===== config.mk =====
export PLATFORM = sky130hd
export DESIGN_NAME = pc_fetch_ctrl
export DESIGN_NICKNAME = d
export VERILOG_FILES = /design/src/rtl/pc_fetch_ctrl.sv
export SDC_FILE = /design/constraint.sdc
export NUM_CORES = 1
export LEC_CHECK = 0
export BUFFER_PORTS_ARGS = -buffer_cell sky130_fd_sc_hd__buf_4
export CORE_MARGIN = 3
export CORE_UTILIZATION = 48
export DETAILED_ROUTE_END_ITERATION = 12
export PLACE_DENSITY = 0.74
export REMOVE_ABC_BUFFERS = 1
export SLEW_MARGIN = 20
export SYNTH_ARGS = -nofsm -noshare
export SYNTH_HDL_FRONTEND = slang
export SYNTH_SLANG_ARGS = --single-unit

===== constraint.sdc =====
create_clock -name clk -period 2.2 [get_ports clk]
set_input_delay 0.44 -clock clk [delete_from_list [all_inputs] [get_ports clk]]
set_output_delay 0.44 -clock clk [all_outputs]
set_load 0.01 [all_outputs]

===== src/rtl/pc_fetch_ctrl.sv =====
// PC fetch controller: BOOT/RUN/FLUSH sequencing, branch redirect, stall hold and a saturating accept counter.
// Optional macro PC_WRAP_HALT_EN: an accept at pc=31 enters HALT instead of wrapping to 0.
module pc_fetch_ctrl #(
    parameter logic [4:0] RESET_PC = 5'd0
) (
    input  logic       clk,
    input  logic       rst,
    input  logic       stall,
    input  logic       branch_taken,
    input  logic [4:0] branch_target,
    input  logic       fetch_ready,
    output logic [4:0] pc,
    output logic [4:0] pc_plus1,
    output logic       fetch_valid,
    output logic       halted,
    output logic [7:0] fetch_count
);

    localparam logic [1:0] ST_BOOT  = 2'd0;
    localparam logic [1:0] ST_RUN   = 2'd1;
    localparam logic [1:0] ST_FLUSH = 2'd2;
`ifdef PC_WRAP_HALT_EN
    localparam logic [1:0] ST_HALT  = 2'd3;
`endif

    logic [1:0] state;
    logic [1:0] state_nxt;
    logic [4:0] pc_nxt;
    logic [7:0] count_nxt;
    logic       accept;
    logic       redirect;

    assign pc_plus1    = pc + 5'd1;
    assign fetch_valid = (state == ST_RUN);
    assign accept      = fetch_valid && fetch_ready && !stall && !branch_taken;

`ifdef PC_WRAP_HALT_EN
    assign halted   = (state == ST_HALT);
    assign redirect = branch_taken && (state != ST_HALT);
`else
    assign halted   = 1'b0;
    assign redirect = branch_taken;
`endif

    always_comb begin
        // NOTE: defaults first so every path assigns every output; this keeps the block latch-free.
        state_nxt = state;
        pc_nxt    = pc;
        if (redirect) begin
            // A redirect beats stall, accept, wrap and halt in the same cycle.
            state_nxt = ST_FLUSH;
            pc_nxt    = branch_target;
        end else begin
            case (state)
                ST_BOOT, ST_FLUSH: state_nxt = ST_RUN;
                ST_RUN: begin
                    if (accept) begin
`ifdef PC_WRAP_HALT_EN
                        if (pc == 5'd31) state_nxt = ST_HALT;
                        else             pc_nxt    = pc_plus1;
`else
                        pc_nxt = pc_plus1;
`endif
                    end
                end
                default: ;
            endcase
        end
    end

    assign count_nxt = (accept && (fetch_count != 8'hFF)) ? fetch_count + 8'd1 : fetch_count;

    always_ff @(posedge clk) begin
        // NOTE: state registers use non-blocking assignment so all flops update together at the edge.
        if (rst) begin
            state       <= ST_BOOT;
            pc          <= RESET_PC;
            fetch_count <= 8'd0;
        end else begin
            state       <= state_nxt;
            pc          <= pc_nxt;
            fetch_count <= count_nxt;
        end
    end

endmodule


# Word-level counts from Yosys, hierarchy flattened
# Cells that the tools add are included.
# totals
reg_bits	15
inputBits	10
# op_classes
n_addsub	2
n_eq_ne	3
n_mux	5
n_reduce_logical	13
# op_table
op	count
$mux W5	3
$add A8 B1 Y8 const B	1
$ne A8 B8 Y1 const B	1
$reduce_bool A2 Y1	3
$add A5 B1 Y5 const B	1
$logic_and A1 B1 Y1	4
$mux W2	2
$reduce_or A2 Y1	2
$eq A2 B1 Y1 const B	1
$eq A2 B2 Y1 const B	1
$logic_not A1 Y1	2
$logic_not A2 Y1	1
$reduce_and A2 Y1	1

# Longest topological paths before layout
# depth
ltp_word	7
ltp_mapped	5

# Least setup slack after synthesis
# OpenSTA, ideal clock, no wires.
# synth_path
path_kind	register to register
start	register fetch_count[0]
end	register fetch_count[6]
arrival_ns	1.511
required_ns	2.079
path_slack_ns	0.567
stages_incl_launch_ff	6
path_buffers	0
period_less_slack_ns	1.633
cell_sequence	dfxtp_1 -> ha_1 -> and3_2 -> nor4b_4 -> nand3_2 -> mux2_4
# synth_between
elab_chain_cells	2
word_cells_on_any_way	3
cone_classes	add/sub (1); eq/ne (1); reduce/logical (1)
# synth_rtl
item	line	source
start, declared	16	output logic [7:0] fetch_count
start signal, assigned	82	fetch_count <= count_nxt;
parallel branches: the longest is 2 deep, another holds $add A8 B1 Y8	n/a	
# Parallel ways; which one is timed is not known.
# A chain may end at the register's enable or synchronous reset.

# Worst setup path after layout
# layout_path
start	register pc[0]
end	output port pc_plus1[4]
# layout_between
elab_chain_cells	1
# layout_rtl
item	line	source
start, declared	12	output logic [4:0] pc,
start signal, assigned	81	pc <= pc_nxt;
$add A5 B1 Y5	33	assign pc_plus1 = pc + 5'd1;
end, declared	13	output logic [4:0] pc_plus1,
# No other way between the ends.

==> metrics.csv <==
metric,value,unit
status,"finished, final reports clean",
Yosys cell types,34,
Final Skew,1.33,ps
Die X,47.9,microns
routability cong.,0.741,
Placed Area,1050,sq um
design area,1070,sq um
drt wl/cell,12.5,microns
Max Root-Sink Buffers,2,
CP startpoint kind,flop,
WS Path Type,flop to output port,
Post-Route WL,1.66,mm
post-CTS setup buffers,0,
Min Hold Slack,403,ps
"Seq/Total Area, Yosys",0.357,
GRT overflow,0,
worst-path cell chain,ha_1 -> nand3_1 -> xnor2_1 -> buf_4,
io pins,30,
number of max-cap violations,0,
Register Area,300,sq um
DR vias/cell,5.20,
leakage,0.486,nW
area of the multi-input gates,489,sq um
drt pass-1 iters,4,
post-synthesis cell count,88,
worst-path maximum fanout,5,
TNS Setup,0,ps
CTS tree,built,
synth warn,0,
n_diodes,0,
top_reg_cell synth,dfxtp_1,
crit-path leading delay family,flip-flops,
fin cells,132,
residual DRC count,0,
routed via count,687,
Tot Pwr,532,uW
maximum vdd drop,349,uV
Starting Density,0.534,
Max Fclk,556,MHz
root buf cell,clkbuf_4,
Setup crit end kind,output port,
CTS Buf Count,3,
Final Cycle Share,0.817,
CORE AREA,1580,sq um
Slew Limit Fails,0,
"slowest stage delay, CP",420,ps
die area,2290,sq um
area grow syn2layout,27.5,%
GRT Total Usage,0.151,
placed cells,128,
H-tree Lvls,1,
DP HPWL,1.24,mm
vias in the first global route,576,
Rows,14,
Worst EP arrival,1360,ps
worst path bufs/invs,1,
Clock Sinks,15,
number of synthesized flops with an enable pin,0,
PwrDens,495,nW/um^2
first-pass GRT wire length,2.44,mm
initial DRC count,6,
initial antenna violation count,0,
share of layout cells above drive strength 1,0.388,
most frequent cells in the layout,"buf_4 (29), dfxtp_1 (15), nor2_1 (14)",
"commonest non-fill, non-tap cell in the layout",buf_4,
largest net degree at the start of global routing,19,
final setup violation count,0,
"Data required, critical path",1760,ps
post-cts sizing count,0,
Worst-path clk slew,90,ps
filler instances,141,
CP max-delay cell,dfxtp_1,
Hold Fails Final Rpt,0,
Post-synth ARST share,0,
Hold/Removal Path Class,primary input to flop,
clock latency at the later pin of the worst-skew pair,280,ps
Die Ht,47.9,microns
post-synthesis area per instance,9.57,sq um
RSZ-0062 raised after global routing,no,
PortBufs,28,
fin nets,129,
mapped cell area,842,sq um
#FFs+latches synth,15,
antenna-violating nets left,0,
CTS Hold Bufs,0,
min cycle time layout,1800,ps
[final cells by class]
class / count / share of cell area
clock buffer: 3 / 0.0210
clock inverter: 1 / 0.00466
inverter: 5 / 0.0175
multi-input combinational: 63 / 0.456
sequential: 15 / 0.280
tap: 16 / 0.0186
timing repair buffer: 29 / 0.203
[cells in the mapped netlist, types with 2 or more instances]
master / number / share of area
mux2i_1: 3 / 0.036
xnor2_1: 6 / 0.062
o21a_1: 2 / 0.018
a31o_2: 2 / 0.021
nor2_1: 14 / 0.062
nand2b_1: 2 / 0.015
clkbuf_1: 2 / 0.0089
buf_4: 2 / 0.018
inv_1: 5 / 0.022
ha_1: 2 / 0.030
nand3_1: 3 / 0.018
and2b_2: 2 / 0.021
a21oi_1: 6 / 0.036
dfxtp_1: 15 / 0.36
xor2_1: 3 / 0.031
[sequential cells by signal, indices dropped and copies added, names as in the netlist]
register	flops
fetch_count	8
pc	5
state	2
[path summary, 6_finish.rpt]
check,from,to,slack (ps),depth (start not counted)
hold reg to reg,state[0]$_SDFFE_PP0P_,state[1]$_SDFFE_PP0P_,520,2
setup / recovery,pc[0]$_SDFFE_PP0P_,pc_plus1[4],400,4
hold / removal,branch_target[1],pc[1]$_SDFFE_PP0P_,400,3
setup reg to reg,fetch_count[0]$_SDFFE_PP0P_,fetch_count[2]$_SDFFE_PP0P_,470,5
[routing by layer]
metal,up-vias,global-route usage,share of wire
li1,355,-,-
met1,312,0.192,0.46
met2,18,0.251,0.49
met3,2,0.0338,0.042
met4,0,0.0484,0.0073
met5,-,0,0
[power breakdown]
group / switching (mW) / internal [mW] / leakage [nW]
registers: 0.00910 / 0.280 / 0.123
clock network: 0.0939 / 0.0674 / 0.0177
logic: 0.0365 / 0.0447 / 0.346
[tightest hold or removal path: stages]
cell     delay, ps
buf_4           80
mux2i_1         60
nor2_1          80
[kinds of logic (layout without fill, tap and decap cells)]
| logic type | after synthesis | after routing | share of synthesized area |
|---|---|---|---|
| xor+xnor | 9 | 9 | 0.0936 |
| buf+inv | 10 | 38 | 0.0624 |
| fa+ha+maj | 2 | 2 | 0.0297 |
| compound gates | 16 | 16 | 0.165 |
| other cells | 1 | 1 | 0.00445 |
| simple gates | 30 | 30 | 0.221 |
| mux | 5 | 5 | 0.0669 |
| flops | 15 | 15 | 0.357 |
[metrics by stage]
step / worst slack [ps] / util
after floorplan: 334 / -
after global placement: 456 / 0.663
after detailed placement: 437 / 0.663
after CTS: 383 / 0.681
after global routing: 287 / 0.681
final: 403 / 0.681
No activity file was read; power rests on OpenSTA's default activity.
